`src/rtl/moore_seq_ctrl.sv`:
```
// moore_seq_ctrl: round-robin arbiter that shares one Moore sequence FSM among N_REQ requesters, streaming each word LSB-first.
// Build option MOORE_SEQ_CTRL_ONES_EN adds rsp_ones, the popcount of rsp_data.
//
// state    | meaning
// ---------+-------------------------------------------------------------
// ST_IDLE  | waiting for a request; grant + latch word in the same cycle
// ST_CLR   | hold the shared FSM in reset (returns it to S0)
// ST_SHIFT | drive word bits onto fsm_x, one per cycle, LSB first
// ST_DRAIN | let the last Y_LAT outputs of the FSM settle and be captured
// ST_RESP  | present rsp_data/rsp_id until the consumer takes them

module moore_seq_ctrl #(
  parameter int WORD_W = 8,
  parameter int N_REQ  = 2,
  parameter int Y_LAT  = 1,
  localparam int ID_W  = (N_REQ > 1) ? $clog2(N_REQ) : 1,
  localparam int CNT_W = (WORD_W > 2) ? $clog2(WORD_W) : 1
) (
  input  logic                      clk,
  input  logic                      reset,
  input  logic [N_REQ-1:0]          req_valid,
  input  logic [N_REQ*WORD_W-1:0]   req_data,
  output logic [N_REQ-1:0]          req_ready,
  output logic                      fsm_x,
  output logic                      fsm_n_reset,
  input  logic                      fsm_y,
  output logic                      rsp_valid,
  input  logic                      rsp_ready,
  output logic [WORD_W-1:0]         rsp_data,
  output logic [ID_W-1:0]           rsp_id
`ifdef MOORE_SEQ_CTRL_ONES_EN
  ,
  output logic [$clog2(WORD_W+1)-1:0] rsp_ones
`endif
);

  typedef enum logic [2:0] {
    ST_IDLE  = 3'd0,
    ST_CLR   = 3'd1,
    ST_SHIFT = 3'd2,
    ST_DRAIN = 3'd3,
    ST_RESP  = 3'd4
  } state_t;

  state_t            r_state;
  state_t            w_state_nxt;
  logic [ID_W-1:0]   r_ptr;
  logic [ID_W-1:0]   r_id;
  logic [ID_W-1:0]   w_gnt_id;
  logic [ID_W-1:0]   w_ptr_nxt;
  logic              w_any;
  logic [N_REQ-1:0]  w_upper;
  logic [WORD_W-1:0] r_word;
  logic [WORD_W-1:0] w_gnt_word;
  logic [WORD_W-1:0] r_rsp_data;
  logic [CNT_W-1:0]  r_cnt;
  logic              w_cnt_tc;
  logic              w_capture;

  // Requests at or above the pointer take priority; otherwise wrap to the lowest valid index.
  always_comb begin
    w_upper = '0;
    for (int i = 0; i < N_REQ; i++) begin
      w_upper[i] = req_valid[i] && (ID_W'(i) >= r_ptr);
    end
  end

  always_comb begin
    w_any    = |req_valid;
    w_gnt_id = '0;
    for (int i = N_REQ - 1; i >= 0; i--) begin
      if (req_valid[i]) w_gnt_id = ID_W'(i);
    end
    for (int i = N_REQ - 1; i >= 0; i--) begin
      if (w_upper[i]) w_gnt_id = ID_W'(i);
    end
  end

  always_comb begin
    w_gnt_word = '0;
    for (int i = 0; i < N_REQ; i++) begin
      if (w_gnt_id == ID_W'(i)) w_gnt_word = req_data[i*WORD_W +: WORD_W];
    end
  end

  assign w_ptr_nxt = (w_gnt_id == ID_W'(N_REQ - 1)) ? '0 : w_gnt_id + ID_W'(1);
  assign w_cnt_tc  = (r_cnt == '0);

  // r_cnt counts down from WORD_W-1 in SHIFT, so bit k is in flight when r_cnt == WORD_W-1-k.
  assign w_capture = (r_state == ST_DRAIN) ||
                     ((r_state == ST_SHIFT) && (int'(r_cnt) <= WORD_W - 1 - Y_LAT));

  always_comb begin
    w_state_nxt = r_state;
    req_ready   = '0;
    fsm_x       = 1'b0;
    fsm_n_reset = 1'b1;
    rsp_valid   = 1'b0;
    case (r_state)
      ST_IDLE: begin
        if (w_any) begin
          w_state_nxt = ST_CLR;
          for (int i = 0; i < N_REQ; i++) begin
            req_ready[i] = (w_gnt_id == ID_W'(i));
          end
        end
      end
      ST_CLR: begin
        fsm_n_reset = 1'b0;
        w_state_nxt = ST_SHIFT;
      end
      ST_SHIFT: begin
        fsm_x = r_word[0];
        if (w_cnt_tc) w_state_nxt = ST_DRAIN;
      end
      ST_DRAIN: begin
        if (w_cnt_tc) w_state_nxt = ST_RESP;
      end
      ST_RESP: begin
        rsp_valid = 1'b1;
        if (rsp_ready) w_state_nxt = ST_IDLE;
      end
      default: w_state_nxt = ST_IDLE;
    endcase
    // Reset overrides everything combinationally so a same-cycle request is never accepted.
    if (reset) begin
      req_ready   = '0;
      fsm_x       = 1'b0;
      fsm_n_reset = 1'b0;
      rsp_valid   = 1'b0;
    end
  end

  always_ff @(posedge clk) begin
    if (reset) r_state <= ST_IDLE;
    else       r_state <= w_state_nxt;
  end

  always_ff @(posedge clk) begin
    if (reset) begin
      r_ptr      <= '0;
      r_id       <= '0;
      r_word     <= '0;
      r_cnt      <= '0;
      r_rsp_data <= '0;
    end else begin
      case (r_state)
        ST_IDLE: begin
          if (w_any) begin
            r_word <= w_gnt_word;
            r_id   <= w_gnt_id;
            r_ptr  <= w_ptr_nxt;
          end
        end
        ST_CLR: begin
          r_cnt      <= CNT_W'(WORD_W - 1);
          r_rsp_data <= '0;
        end
        ST_SHIFT: begin
          r_word <= r_word >> 1;
          r_cnt  <= w_cnt_tc ? CNT_W'(Y_LAT - 1) : r_cnt - CNT_W'(1);
        end
        ST_DRAIN: begin
          if (!w_cnt_tc) r_cnt <= r_cnt - CNT_W'(1);
        end
        default: ;
      endcase
      // Bits enter at the MSB and move down, so the first capture ends up at bit 0.
      if (w_capture) r_rsp_data <= {fsm_y, r_rsp_data[WORD_W-1:1]};
    end
  end

  assign rsp_data = r_rsp_data;
  assign rsp_id   = r_id;

`ifdef MOORE_SEQ_CTRL_ONES_EN
  logic [$clog2(WORD_W+1)-1:0] r_ones;

  always_ff @(posedge clk) begin
    if (reset) begin
      r_ones <= '0;
    end else if (r_state == ST_CLR) begin
      r_ones <= '0;
    end else if (w_capture) begin
      r_ones <= r_ones + {{($clog2(WORD_W+1)-1){1'b0}}, fsm_y};
    end
  end

  assign rsp_ones = r_ones;
`endif

endmodule

```
`config.mk`:
```
export PLATFORM = sky130hd
export DESIGN_NAME = moore_seq_ctrl
export DESIGN_NICKNAME = d
export VERILOG_FILES = /design/src/rtl/moore_seq_ctrl.sv
export SDC_FILE = /design/constraint.sdc
export NUM_CORES = 1
export LEC_CHECK = 0
export ABC_AREA = 1
export CAP_MARGIN = 20
export CORE_ASPECT_RATIO = 0.6
export CORE_MARGIN = 2
export CORE_UTILIZATION = 47
export CTS_BUF_LIST = sky130_fd_sc_hd__clkbuf_16
export CTS_CLUSTER_SIZE = 8
export DETAILED_ROUTE_END_ITERATION = 8
export PLACE_DENSITY = 0.79
export SETUP_SLACK_MARGIN = 0.05
export SYNTH_ARGS = -nofsm -noshare
export SYNTH_HDL_FRONTEND = slang
export SYNTH_SLANG_ARGS = --single-unit
```
`constraint.sdc`:
```
create_clock -name clk -period 1.76 [get_ports clk]
set_clock_uncertainty 0.15 [all_clocks]
set_input_delay 0.176 -clock clk [delete_from_list [all_inputs] [get_ports clk]]
set_output_delay 0.176 -clock clk [all_outputs]
set_load 0.01 [all_outputs]
```
-- Word level (Yosys, flattened, before mapping)
Cells that the tools add are included.
- register bits after elaboration: 24
- input bits: 22
- output and inout bits: 14
- word-level logic and storage cells: 62
- add/sub/neg operators: 2
- $lt $le $gt $ge: 3
- equality and inequality tests: 9
- muxes and demuxes: 27
- bitwise logic cells: 1
- reduce and logical (&&, ||, !) cells: 14
- operators by type and width (kind ; number):
    $mux W8 ; 4
    $mux W3 ; 6
    $pmux W8 S2 ; 1
    $pmux W3 S5 ; 1
    $mux W1 ; 11
    $ne A2 B2 Y1 const B ; 5
    $pmux W3 S3 ; 1
    $eq A3 B2 Y1 const B ; 2
    $logic_not A3 Y1 ; 2
    $mux W2 ; 3
    $reduce_and A2 Y1 ; 3
    $reduce_and A4 Y1 ; 1
    $reduce_bool A2 Y1 ; 2
    $eq A3 B1 Y1 const B ; 1
    $eq A3 B3 Y1 const B ; 1
    $le A3 B3 Y1 const B ; 1
    $logic_and A1 B1 Y1 ; 3
    $reduce_bool A3 Y1 ; 1
    $sub A3 B1 Y3 const B ; 1
    $ge A1 B1 Y1 const A ; 2
    $reduce_or A2 Y1 ; 1
    $add A1 B1 Y1 const B ; 1
    $logic_or A1 B1 Y1 ; 1
    $not A1 Y1 ; 1

-- Logic depth before layout (Yosys ltp)
- depth in word-level cells: 8
- mapped depth: 8
- depth with buffers taken out: 8

-- Least setup slack after synthesis
OpenSTA, ideal clock, no wires.
- path type: flip-flop to output port
- start: register r_state[0]
- end: output port req_ready[0]
- data arrival time: 1.020 ns
- data required time: 1.434 ns
- slack: 0.414 ns
- stages on the path, launching flop included: 6
- path buffers: 0
- path through: dfxtp_1 nor2_4 nand2_2 nor2_4 nand2_1 nor2_1
- cells in the longest elaborated chain, start to end: 3
- RTL lines (item ; line ; source):
    from (decl) ; 45 ; state_t r_state;
    from (signal assigned) ; 136 ; else r_state <= w_state_nxt;
    $logic_not A3 Y1 ; 99 ; case (r_state)
    $mux W2 ; 99 ;
    $mux W2 ; 126 ; if (reset) begin
    to (decl) ; 23 ; output logic [N_REQ-1:0] req_ready,
Every way passes these cells.

-- Worst setup path after layout
- start: register r_state[2]
- end: output port fsm_n_reset
- cells in the longest elaborated chain, start to end: 3
- RTL lines (item ; line ; source):
    $eq A3 B1 Y1 ; 99 ;
    $mux W1 ; 99 ;
    $mux W1 ; 126 ;
    to (decl) ; 25 ; output logic fsm_n_reset,
Every way passes these cells.

==> run summary <==
The count of pins on the block boundary was 36. The floorplan die area is 3160 um^2. The tools report the number of DRC violations after detailed routing as 0. Setup repair after global routing left no endpoint under its margin. The instance count along the most critical hold path is 2.

The tightest hold path in the finished design has a slack of 0.315 ns. The ratio of cells with drive above 1 in the final layout works out to 15.1%. The number of global-route vias before repair was 1,325; the setup-violating endpoint count in the final report was 0. The antenna violation net count after detailed routing came out at 0. The post-route minimum period is 1.65 ns. The portion of total power attributed to the clock network was 26.5%. For this block, the routed nets add up to 3340 um of wire.

The synthesized design spends more area on one cell type than any other, namely sky130_fd_sc_hd__dfxtp_1. The commonest cells after synthesis are 63 x sky130_fd_sc_hd__nand2_1, 30 x sky130_fd_sc_hd__nor2_1, 24 x sky130_fd_sc_hd__dfxtp_1. In this run the critical register-to-register path is captured at r_cnt[2].

In the synthesized netlist, the number of instances is 195. The run gives 1760 um^2 as the cell area reported after detailed placement. Across the whole layout, storage elements account for 483 um^2.

The setup check on the worst reg-to-reg path leaves a slack of 0.19 ns. The synthesized design contains 0 enable-type register cells. The die extent in x is 71.3 um, and the number of max-cap violations is 0. The tools report the number of CTS-inserted buffers as 3. In the final routed layout, each cell accounts on average for 12.0 um.

The flow ran to the end, and the final reports show no timing, DRC or antenna violations. TritonCTS built the clock tree. Chip height: 44.4 um. The tools report the cell area after layout as 1850 um^2. The largest stage delay on the critical path came out at 0.34 ns. STA classifies the critical path startpoint as a flop. The logs give 0.866 for the global placement routability congestion and 1280 um^2 for the synthesized area.

The total overflow left after global routing is 0. Internal power contribution: 1.53 mW. The path class of the tightest hold or removal check is reg2reg. Net switching is 37.4% of the power.

In this run the core area contains 14 standard-cell rows. The area growth from synthesis to layout is 44.8%. The logs give 0.584 mV for the largest voltage drop on the vdd net and 0 for the number of diodes added for antenna fixing.

CTS placed an instance of sky130_fd_sc_hd__clkbuf_16 at the clock tree root. The switching power total was 0.915 mW; the sequential cell fraction of total power was 31.0%. The tools report the combinational group share of total power as 42.5%. The final layout net count is 271. The first global-routing pass estimated 5890 um of wire.

For the length of the first detailed-routing pass in iterations, the log shows 4. Counting buffers and inverters, the worst setup path is 5 cells deep. The area share of the leading cell type in the synthesized netlist came out at 37.6%. Among all cell types in the netlist, the one instantiated most often is sky130_fd_sc_hd__nand2_1. Number of distinct library cells after synthesis: 22. The detailed router finished its first iteration with 91 violations. The startpoint identified for the worst register-to-register timing path is r_state[0]. The wire-length estimate of the detail-placed layout is 2510 um. In the synthesized netlist the dominant register cell turns out to be sky130_fd_sc_hd__dfxtp_1. Power comes to 2.45 mW.

After synthesis, the mean cell area works out to 6.54 um^2. In the final layout, the multi-input gates occupy 696 um^2. For this design, the sink count on the clock tree is 24.

The count of pins over their slew limit was 0. The tools report the sum of negative setup slack as 0 ns. The worst register-to-register path has a depth of 8. Power density normalized to cell area: 1330 nW/um^2. The async set or reset register ratio after synthesis was 0%; the fill cell total of the finished layout was 199. The leakage power of the design is 0.860 nW. At the worst endpoint, the required time is 1.43 ns.

Counting every net in the synthesized netlist gives 220. For the pin with the worst max-slew slack, the measured transition is 0.277 ns. Sequential elements use 37.6% of the synthesized area. The library cell appearing most often on the critical path is sky130_fd_sc_hd__inv_1.

Static timing analysis puts the maximum clock frequency at 607 MHz. The capture endpoint of the worst hold path was rsp_id. The largest net degree at the start of global routing is 15, and the final-report hold violation count is 0. The run gives 2 as the number of buffers on the longest clock path.

Counting flops and latches in the post-synthesis netlist gives 24. The routed layout has 1,376 vias. The clock reaches the later pin of the worst-skew pair after 0.26 ns. Initial standard-cell utilization of the core: 50.2%.

In this run the most critical hold path is launched from rsp_id. The initial antenna violation count came out at 0. The worst setup path startpoint is r_state[2]. By area the synthesized netlist is led by sky130_fd_sc_hd__dfxtp_1 38%, sky130_fd_sc_hd__nand2_1 19%, sky130_fd_sc_hd__nor2_1 8.8%. The share of the clock period used by the worst path after layout is 93.6%, and the critical path arrival is 1.32 ns.

The total number of H-tree levels is 1. Count of buffers from port buffering: 35. After clock tree synthesis, the clock-pin slew on the worst setup and hold paths is 0.07 ns. The critical path goes through inv_1, nand2_1, o21ai_0, inv_1, dlygate4sd2_1.

Start-to-end type of the worst setup path: reg2out. The logs give 81.4% for the tightest slew margin relative to the limit and 23.8% for the global-route total usage across every layer. Of all nets on the critical path, the largest fanout is 4. Gate family responsible for the most delay along the worst path: buffers and inverters. The number of buffer and inverter instances along the worst setup path is 3. The vias per cell is 4.97, and the yosys synthesis warning count is 0. The slowest stage of the critical path belongs to the cell sky130_fd_sc_hd__dfxtp_2. STA classifies the critical path endpoint as a primary output.

The core area came out at 2540 um^2.
==> layer usage <==
layer	up-vias	part of all wire, %	GRT usage, %
met5	-	0	0
met2	58	46	41.1
met3	6	7.6	5.47
met1	605	45	30.8
met4	0	1.6	5.66
li1	707	-	-
==> flip-flops by register name, indices dropped and copies added, names as in the netlist <==
| name | cells |
|---|---|
| rsp_id | 1 |
| r_ptr | 1 |
| rsp_data | 8 |
| r_word | 8 |
| r_state | 3 |
| r_cnt | 3 |
==> worst register-to-register path, cell delays in order (launching register included) <==
cell                      delay (ns)
sky130_fd_sc_hd__dfxtp_1        0.43
sky130_fd_sc_hd__buf_4          0.16
sky130_fd_sc_hd__nand3_2        0.11
sky130_fd_sc_hd__inv_1          0.13
sky130_fd_sc_hd__nand3_2        0.10
sky130_fd_sc_hd__nand2_1        0.14
sky130_fd_sc_hd__nand2_1        0.09
sky130_fd_sc_hd__nand2_1        0.10
sky130_fd_sc_hd__nor2_1         0.05
==> power by group through the flow <==
stage	clock, mW	combinational, mW	sequential (mW)
after floorplan	0	0.691	0.752
after global placement	0	0.969	0.757
after detailed placement	0	1.02	0.766
after CTS	0.656	1.04	0.758
after global routing	0.677	1.19	0.777
final	0.649	1.04	0.760
==> cell type report <==
class                           instances  share of cell area, %
Multi-Input combinational cell        146                   37.6
Tap cell                               32                   2.17
Clock inverter                          1                   1.62
Clock buffer                            3                   4.06
Inverter                               22                   4.74
Timing Repair Buffer                   49                   23.6
Sequential cell                        24                   26.1
==> repair_timing <==
| item | in CTS | in global routing |
|---|---|---|
| setup buffers | 0 | 0 |
| hold buffers | 0 | 0 |
| resized for setup | 10 | 5 |
| endpoints found under the setup margin | 5 | 3 |
==> metrics by stage <==
step	utilization (%)	cells	setup slack, ns
after CTS	73.3	277	0.0612
after floorplan	-	195	0.414
after global routing	72.8	277	0.0640
after global placement	69.3	273	-0.134
after detailed placement	69.3	273	-0.180
final	72.8	277	0.113
==> kinds of logic (layout without fill, tap and decap cells) <==
| logic type | Yosys count | in the layout | synth area share (%) |
|---|---|---|---|
| DFF | 24 | 24 | 37.6 |
| xor gates and xnor gates | 1 | 1 | 0.686 |
| buffers and inverters | 25 | 75 | 7.84 |
| AOI/OAI and AO/OA | 14 | 14 | 5.49 |
| and+or+nand+nor | 128 | 128 | 45.4 |
| adders and majority gates | 3 | 3 | 2.94 |
==> how the worst max path moves through the flow <==
stage | to | slack [ns]
floorplan | req_ready[0] | 0.41
finish | fsm_n_reset | 0.11
detailed placement | req_ready[0] | -0.18
global placement | req_ready[1] | -0.13
CTS | req_ready[1] | 0.06
global route | rsp_valid | 0.06
==> cells in the final DEF, fill, tap and decap left out, types with 3 or more instances in the layout <==
cell	instances
sky130_fd_sc_hd__clkbuf_2	3
sky130_fd_sc_hd__nor2_1	30
sky130_fd_sc_hd__nand3_1	21
sky130_fd_sc_hd__nand2_1	63
sky130_fd_sc_hd__dfxtp_1	22
sky130_fd_sc_hd__dlygate4sd2_1	3
sky130_fd_sc_hd__ha_1	3
sky130_fd_sc_hd__clkdlybuf4s50_1	29
sky130_fd_sc_hd__buf_4	14
sky130_fd_sc_hd__nand2_4	3
sky130_fd_sc_hd__nor2_4	3
sky130_fd_sc_hd__clkbuf_16	3
sky130_fd_sc_hd__inv_1	18
sky130_fd_sc_hd__a21oi_1	13
(Power assumes the default switching activity.)
